`src/rtl/l2_cache_pkg.sv`:
```
// l2_cache_pkg: shared types and constants for the L2 cache
package l2_cache_pkg;
    localparam int L2_OFFSET_BITS = 4;
    typedef logic [127:0] lc3b_burst;
    typedef enum logic [2:0] {IDLE, CHECK, WB, FILL, RESP} l2_state_t;
endpackage

```
`src/rtl/l2_cache_array.sv`:
```
// l2_cache_array: direct-mapped tag/data/valid/dirty storage with combinational read by index
//  clk_i/rst_ni      clock, async active-low clear of valid/dirty
//  idx_i             set index for read and write
//  line_we_i         write tag_i/data_i and set valid
//  dirty_we_i        write dirty_i into the dirty bit
//  valid_o/dirty_o/tag_o/data_o   contents of set idx_i
module l2_cache_array
    import l2_cache_pkg::*;
#(
    parameter int INDEX_BITS = 4,
    parameter int TAG_BITS   = 16 - L2_OFFSET_BITS - INDEX_BITS
) (
    input  logic                  clk_i,
    input  logic                  rst_ni,
    input  logic [INDEX_BITS-1:0] idx_i,
    input  logic                  line_we_i,
    input  logic [TAG_BITS-1:0]   tag_i,
    input  lc3b_burst             data_i,
    input  logic                  dirty_we_i,
    input  logic                  dirty_i,
    output logic                  valid_o,
    output logic                  dirty_o,
    output logic [TAG_BITS-1:0]   tag_o,
    output lc3b_burst             data_o
);
    localparam int SETS = 2 ** INDEX_BITS;
    logic [TAG_BITS-1:0] tag_q [SETS];
    lc3b_burst           data_q [SETS];
    logic [SETS-1:0]     valid_q;
    logic [SETS-1:0]     dirty_q;
    always_ff @(posedge clk_i) begin
        if (line_we_i) begin
            tag_q[idx_i]  <= tag_i;
            data_q[idx_i] <= data_i;
        end
    end
    always_ff @(posedge clk_i or negedge rst_ni) begin
        if (!rst_ni) begin
            valid_q <= '0;
            dirty_q <= '0;
        end else begin
            if (line_we_i) valid_q[idx_i] <= 1'b1;
            if (dirty_we_i) dirty_q[idx_i] <= dirty_i;
        end
    end
    assign valid_o = valid_q[idx_i];
    assign dirty_o = dirty_q[idx_i];
    assign tag_o   = tag_q[idx_i];
    assign data_o  = data_q[idx_i];
endmodule

```
`src/rtl/l2_cache.sv`:
```
// l2_cache: direct-mapped write-back L2 serving full-line L1 requests, backed by pmem
//  clk/rst_n                      clock, async active-low reset
//  l2_address/l2_read/l2_write/l2_wdata   level-held L1 request
//  l2_resp/l2_rdata               one-cycle completion pulse and read line
//  pmem_address/pmem_read/pmem_write/pmem_wdata   fill/writeback request to memory
//  pmem_resp/pmem_rdata           memory completion pulse and fill line
module l2_cache
    import l2_cache_pkg::*;
#(
    parameter int INDEX_BITS = 4
) (
    input  logic        clk,
    input  logic        rst_n,
    input  logic [15:0] l2_address,
    input  logic        l2_read,
    input  logic        l2_write,
    input  lc3b_burst   l2_wdata,
    output logic        l2_resp,
    output lc3b_burst   l2_rdata,
    output logic [15:0] pmem_address,
    output logic        pmem_read,
    output logic        pmem_write,
    output lc3b_burst   pmem_wdata,
    input  logic        pmem_resp,
    input  lc3b_burst   pmem_rdata
);
    localparam int LA_BITS  = 16 - L2_OFFSET_BITS;
    localparam int TAG_BITS = LA_BITS - INDEX_BITS;
    l2_state_t            state_q, state_d;
    logic [LA_BITS-1:0]   addr_q, addr_d;
    logic                 wr_q, wr_d;
    lc3b_burst            wdata_q, wdata_d;
    logic [INDEX_BITS-1:0] idx;
    logic [TAG_BITS-1:0]  req_tag, tag;
    logic                 valid, dirty, hit, take, match;
    logic                 line_we, dirty_we, dirty_in;
    lc3b_burst            line, line_in;
    logic                 unused_offset;
    assign unused_offset = ^l2_address[L2_OFFSET_BITS-1:0];
    assign idx     = addr_q[INDEX_BITS-1:0];
    assign req_tag = addr_q[LA_BITS-1:INDEX_BITS];
    assign hit     = valid && tag == req_tag;
    assign take    = state_q == IDLE && (l2_read || l2_write);
    // A response is only delivered if the requester is still asking for the same thing.
    assign match   = (l2_read || l2_write) && l2_write == wr_q
                     && l2_address[15:L2_OFFSET_BITS] == addr_q;
    l2_cache_array #(.INDEX_BITS(INDEX_BITS)) u_array (
        .clk_i      (clk),
        .rst_ni     (rst_n),
        .idx_i      (idx),
        .line_we_i  (line_we),
        .tag_i      (req_tag),
        .data_i     (line_in),
        .dirty_we_i (dirty_we),
        .dirty_i    (dirty_in),
        .valid_o    (valid),
        .dirty_o    (dirty),
        .tag_o      (tag),
        .data_o     (line)
    );
    always_ff @(posedge clk or negedge rst_n) begin
        if (!rst_n) begin
            state_q <= IDLE;
            addr_q  <= '0;
            wr_q    <= 1'b0;
            wdata_q <= '0;
        end else begin
            state_q <= state_d;
            addr_q  <= addr_d;
            wr_q    <= wr_d;
            wdata_q <= wdata_d;
        end
    end
    always_comb begin
        addr_d  = take ? l2_address[15:L2_OFFSET_BITS] : addr_q;
        wr_d    = take ? l2_write : wr_q;
        wdata_d = take ? l2_wdata : wdata_q;
        state_d = state_q;
        case (state_q)
            IDLE:  state_d = take ? CHECK : IDLE;
            CHECK: state_d = hit ? RESP : (valid && dirty) ? WB : wr_q ? RESP : FILL;
            WB:    state_d = pmem_resp ? CHECK : WB;
            FILL:  state_d = pmem_resp ? CHECK : FILL;
            RESP:  state_d = IDLE;
            default: state_d = IDLE;
        endcase
    end
    always_comb begin
        // Writes allocate without a fill once any dirty victim has been written back.
        line_we      = (state_q == CHECK && wr_q && (hit || !(valid && dirty)))
                       || (state_q == FILL && pmem_resp);
        dirty_we     = line_we || (state_q == WB && pmem_resp);
        dirty_in     = state_q == CHECK;
        line_in      = state_q == FILL ? pmem_rdata : wdata_q;
        pmem_read    = state_q == FILL;
        pmem_write   = state_q == WB;
        pmem_address = state_q == WB ? {tag, idx, 4'h0} : state_q == FILL ? {addr_q, 4'h0} : 16'h0;
        pmem_wdata   = state_q == WB ? line : '0;
        l2_rdata     = state_q == RESP ? line : '0;
        l2_resp      = state_q == RESP && match;
    end
endmodule
```
`config.mk`:
```
export PLATFORM = sky130hd
export DESIGN_NAME = l2_cache
export DESIGN_NICKNAME = d
export VERILOG_FILES = /design/src/rtl/l2_cache_pkg.sv /design/src/rtl/l2_cache_array.sv /design/src/rtl/l2_cache.sv
export SDC_FILE = /design/constraint.sdc
export NUM_CORES = 2
export LEC_CHECK = 0
export ABC_CLOCK_PERIOD_IN_PS = 23900
export CELL_PAD_IN_SITES_DETAIL_PLACEMENT = 1
export CELL_PAD_IN_SITES_GLOBAL_PLACEMENT = 2
export CORE_ASPECT_RATIO = 2
export CORE_UTILIZATION = 51
export CTS_CLUSTER_DIAMETER = 150
export DETAILED_ROUTE_END_ITERATION = 10
export PLACE_DENSITY = 0.87
export RECOVER_POWER = 25
export SLEW_MARGIN = 30
export SYNTH_ARGS = -nofsm -noshare
export SYNTH_HDL_FRONTEND = slang
export SYNTH_SLANG_ARGS = --single-unit
```
`constraint.sdc`:
```
create_clock -name clk -period 23.9 [get_ports clk]
set_input_delay 5.975 -clock clk [delete_from_list [all_inputs] [get_ports clk]]
set_output_delay 5.975 -clock clk [all_outputs]
set_load 0.03 [all_outputs]
```
### Yosys cells after proc, flatten, opt, wreduce, memory -nomap -nowiden

Memories as Yosys holds them, arrays and structs flattened.
Index checks and enable logic that the tools add are counted.

| word-level totals | value |
|---|---|
| register bits | 176 |
| memory bits (writable) | 2,176 |
| input port bits | 277 |
| output and inout bits | 275 |
| logic and storage cells | 56 |
| memories | 2 |

Memory list:

| name | depth | width | rd ports | clocked after Yosys merged registers in | wr ports | line | RTL |
|---|---|---|---|---|---|---|---|
| u_array.data_q | 16 | 128 | 1 | 0 | 1 | l2_cache_array.sv:28 | `lc3b_burst data_q [SETS];` |
| u_array.tag_q | 16 | 8 | 1 | 0 | 1 | l2_cache_array.sv:27 | `logic [TAG_BITS-1:0] tag_q [SETS];` |

| operators by class | value |
|---|---|
| order comparisons | 2 |
| equal/unequal tests | 7 |
| muxes and demuxes | 21 |
| bitwise operators | 1 |
| reductions and logical operators | 17 |

Operators by type and width:

| kind | count |
|---|---|
| 128-bit two-way mux | 3 |
| 16-bit two-way mux | 2 |
| 16-bit bitwise mux | 1 |
| 16-bit bitwise OR | 1 |
| 12-bit == test | 1 |
| 3-bit one-hot mux with 4 select lines | 1 |
| 1-bit logical AND | 11 |
| 3-bit two-way mux | 3 |
| 1-bit binary-select mux with 4-bit select | 2 |
| 8-bit == test | 1 |
| 3-bit by 2-bit == test with 1-bit output (second input constant) | 2 |
| 1-bit two-way mux | 6 |
| 4-bit by 5-bit < comparator with 1-bit output (second input constant) | 1 |
| 1-bit demux with 4-bit select | 1 |
| 4-bit by 1-bit >= comparator with 1-bit output (second input constant) | 1 |
| 1-bit logical OR | 4 |
| 2-bit two-way mux | 2 |
| 3-bit by 1-bit == test with 1-bit output (second input constant) | 1 |
| 3-bit == test (second input constant) | 1 |
| 3-bit zero test | 1 |
| 1-bit == test | 1 |
| 1-bit zero test | 1 |

### Logic depth before layout (Yosys ltp)

| logic depth | value |
|---|---|
| word-level depth | 9 |
| depth in mapped cells | 12 |
| gate-level depth less buffers | 8 |

### Hierarchy

Synthesis repeated with hierarchy kept, for this count alone.

| second synthesis, totals | value |
|---|---|
| cells, all modules | 4,255 |
| area total of the unflattened synthesis | 91,690.4 um^2 |

Modules (own cells, without submodules):

| module | times used | cells each | area each (um^2) | seq. area each (um^2) |
|---|---|---|---|---|
| l2_cache_array | 1 | 3,441 | 82,593.0 | 66,143.4 |
| l2_cache | 1 | 814 | 9,097.5 | 3,603.5 |

### Least setup slack after synthesis

Ideal clock, no wire load.

| path | value |
|---|---|
| kind | input -> output |
| from | input port l2_address[10] |
| to | output port l2_resp |
| data arrival time | 7,389 ps |
| required time | 17,925 ps |
| setup slack | 10,536 ps |
| stages on the path | 4 |
| path buffers | 0 |
| path through | xor2_1 -> nor4_1 -> nand4_1 -> nor4_1 |

| on the way | value |
|---|---|
| cells in the longest elaborated chain, start to end | 3 |

RTL lines:

| what | line | RTL |
|---|---|---|
| start: declaration | l2_cache.sv:14 | `input logic [15:0] l2_address,` |
| 12-bit == test | l2_cache.sv:46 | `&& l2_address[15:L2_OFFSET_BITS] == addr_q;` |
| 1-bit logical AND | l2_cache.sv:46 |  |
| 1-bit logical AND | l2_cache.sv:100 | `l2_resp = state_q == RESP && match;` |
| end: declaration | l2_cache.sv:18 | `output logic l2_resp,` |

Every way passes these cells.

### Final worst setup path

| path | value |
|---|---|
| from | register addr_q[0] |
| to | output port pmem_wdata[85] |

| on the way | value |
|---|---|
| cells in the longest elaborated chain, start to end | 2 |

RTL lines:

| what | line | RTL |
|---|---|---|
| start: declaration | l2_cache.sv:30 | `logic [LA_BITS-1:0] addr_q, addr_d;` |
| start signal: assignment | l2_cache.sv:69 | `addr_q <= addr_d;` |
| memory read 16 x 128 bit | n/a |  |
| 128-bit two-way mux | l2_cache.sv:98 | `pmem_wdata = state_q == WB ? line : '0;` |
| end: declaration | l2_cache.sv:23 | `output lc3b_burst pmem_wdata,` |

Every way passes these cells.

==> flow_metrics.tcl <==
set metrics [dict create \
    die_y_um 604 \
    setup_viol 0 \
    total_leakage_power_nw 34.3 \
    p_per_area_nw_per_um2 128 \
    fin_setup_tns_ns 0 \
    r2r-start "addr_q[0]" \
    hp-class "flip-flop to flip-flop" \
    worstSetupStartpointType "flip-flop" \
    hold_violations 0 \
    wl_per_cell_um 31.6 \
    final.min_clock_period_ns 17.05 \
    rows 220 \
    dominantRegCellSynth "edfxtp_1" \
    synth-edff-count 2176 \
    wl_um 225000 \
    synth_simple_gate_area_share_pct 2.41 \
    initial_utilization_pct 51.4 \
    ctsResizeCount 0 \
    cts_setup_buffers 0 \
    clock-sinks 2352 \
    holdBufCountCts 0 \
    arrival_ns 11.08 \
    vias 44000 \
    hold_path_end "u_array.valid_q[11]" \
    vias_per_cell 6.17 \
    synth_most_common_cell "edfxtp_1" \
    post-route-period-util_pct 71.3 \
    violations "max-capacitance violations, max-slew violations" \
    io_buffers 543 \
    drc_errors 0 \
    drive_above_1_share_pct 27.4 \
    routabilityCongestion 0.738 \
    rr_endpoint "u_array.data_q[7][90]" \
    status "finished, violations left" \
    synth_compound_area_share_pct 0.656 \
    synth_top_family_by_area "multiplexers" \
    synth_warnings 0 \
    cts_tree "yes" \
    synth_cell_types 60 \
    path_cells "buf_16 > clkbuf_1 > clkbuf_1 > buf_4 > buf_12 > buf_16 > mux4_2 > mux4_2 > and2_1 > clkdlybuf4s50_1" \
    nNetsFinal 4915 \
    design.die.area_sq_um 183000 \
    grt_pass1_wl_um 327000 \
    ys_ff_latch 2352 \
    critical_path_class "flip-flop to primary output" \
    die_w_um 303 \
    grt_use_total_pct 24.9 \
    maxSlewViolCount 232 \
    dp_cells 6764 \
    cts_buffers 201 \
    finalPower_mw 13.7 \
    end_kind "primary output" \
    fmax_mhz 58.6 \
    syn_to_final_growth_pct 16.3 \
    yosysSeqAreaShare_pct 75.5 \
    coreArea_sq_um 180000 \
    synth_area_sq_um 92300 \
    hpwl_um 126000 \
    hold_path_startpoint "u_array.valid_q[11]" \
    yosysTopAreaCellShare_pct 70.8 \
    grt_pass1_vias 47900 \
    syn_inst 4024 \
    htreeDepth 4 \
    avgSynthCellArea_sq_um 22.9 \
    cts_buffer_depth 4 \
    clockRootBuffer "clkbuf_16" \
    drv_cap 5 \
    synth_xor_area_share_pct 0.142 \
    ys_top_cells_by_count "edfxtp_1, mux4_2, mux2_2" \
    clk_pin_slew_ns 0.06 \
    ff2ff_setup_slack_ns 11.75 \
    synthAdderAreaFrac_pct 0 \
    cp_slowest_stage_delay_ns 2.74 \
    overflow 0 \
    max_slew_margin_pct -146 \
    firstDrtPassIters 5 \
    min_path_cells 1 \
    critPathMaxFanout 61 \
    cpMaxStageDelayCell "clkbuf_1" \
    fin_skew_ns 0.0376 \
    grt_setup_unrepaired "no" \
    stdcell_count 7135 \
    synth_mux_area_share_pct 20.2 \
    worstPathRequired_ns 17.93 \
    grt_max_degree 139 \
    synth_top_area_cell "edfxtp_1" \
    insertion_delay_ns 0.84 \
    ir_drop_v 0.000117 \
    reg2reg_depth 12 \
    io_pins 552 \
    postRouteAntennaNets 0 \
    synthArstFlopShare_pct 7.48 \
    synth_area_leaders "edfxtp_1, mux4_2, dfrtp_1" \
    drt_iter0_drc 3762 \
    antenna_found_initial 6 \
    worst_slew_pin_slew_ns 3.68 \
]
==> cell families (layout without fill, tap and decap cells) <==
logic type / Yosys count / after routing
other: 1 / 8
AO/OA/AOI/OAI: 69 / 69
flip-flops: 2352 / 2352
AND/OR/NAND/NOR: 379 / 379
XOR/XNOR: 15 / 15
multiplexers: 974 / 974
buffers and inverters: 234 / 1007
==> power by group <==
group	switching, mW	internal [mW]	leakage, nW
Clock	1.47	1.86	3.26
Sequential	0.252	5.63	21.7
Combinational	2.60	1.93	9.33
Total	4.33	9.41	34.3
==> per-stage QoR <==
| step | util (%) | worst slack, ns | instance area (sq um) | hold WS, ns |
|---|---|---|---|---|
| 2_1_floorplan | - | 10.54 | 92300 | 0.424 |
| 3_3_place_gp | 56.0 | 9.40 | 101000 | 0.440 |
| 3_5_place_dp | 56.0 | 9.38 | 101000 | 0.448 |
| 4_1_cts | 59.7 | 9.37 | 107000 | 0.468 |
| 5_1_grt | 59.8 | 5.72 | 107000 | 0.479 |
| 6_report | 59.8 | 6.85 | 107000 | 0.468 |
==> how the worst max path moves through the flow <==
stage,from,to,cells past startpoint
2_1_floorplan,l2_address[10],l2_resp,4
3_3_place_gp,l2_address[11],l2_resp,6
3_5_place_dp,l2_address[10],l2_resp,6
4_1_cts,l2_address[10],l2_resp,6
5_1_grt,addr_q[0],pmem_wdata[85],10
6_report,addr_q[0],pmem_wdata[85],10
==> metal layers <==
layer | part of all wire, % | track usage (%) | vias to the layer above
met2 | 54 | 44.7 | 1932
li1 | - | - | 18000
met5 | 0.0031 | 0 | -
met1 | 37 | 31.7 | 23800
met3 | 6.1 | 3.08 | 357
met4 | 2.5 | 6.82 | 2
==> worst max-delay path, delay by kind of cell (launching register included) <==
family | cells | cell delay (ns)
buffers and inverters | 7 | 8.05
multiplexers | 2 | 1.11
flip-flops | 1 | 0.66
AND/OR/NAND/NOR | 1 | 0.18
==> cell usage in the layout (no fill, tap or decap), types with 7 or more instances in the layout <==
cell type           n
clkdlybuf4s50_1   467
and2_1            262
clkbuf_8            9
o21bai_1           14
clkinv_4           10
dlygate4sd3_1      75
mux4_2            662
a22oi_1            12
clkinvlp_4         11
clkbuf_1           35
mux2_1             79
clkinv_1           25
a21oi_1             8
edfxtp_1         2176
buf_4              79
nand3_1             9
nand2_1            35
xnor2_1             9
mux4_1             12
buf_12              7
mux2i_1             9
nor2_1             14
mux2_4             16
dfrtp_1           172
bufinv_16          23
nor2_4             16
clkinv_2           44
mux2_2            196
clkbuf_16         205
==> area by class of cell <==
type	count	area, sq um
antenna	4	10.0
clock buffer	244	5370
clock inverter	121	1280
fill	14900	72300
inverter	3	11.3
multi-input combinational	1441	21800
sequential	2352	69800
tap	2331	2920
timing repair buffer	639	6290
==> registers in the layout, summed over array words and instances (netlist names) <==
register and flops:
addr_q 12, state_q 3, u_array.data_q 2048, u_array.dirty_q 16, u_array.tag_q 128, u_array.valid_q 16, wdata_q 128, wr_q 1
No activity file was read; power rests on OpenSTA's default activity.
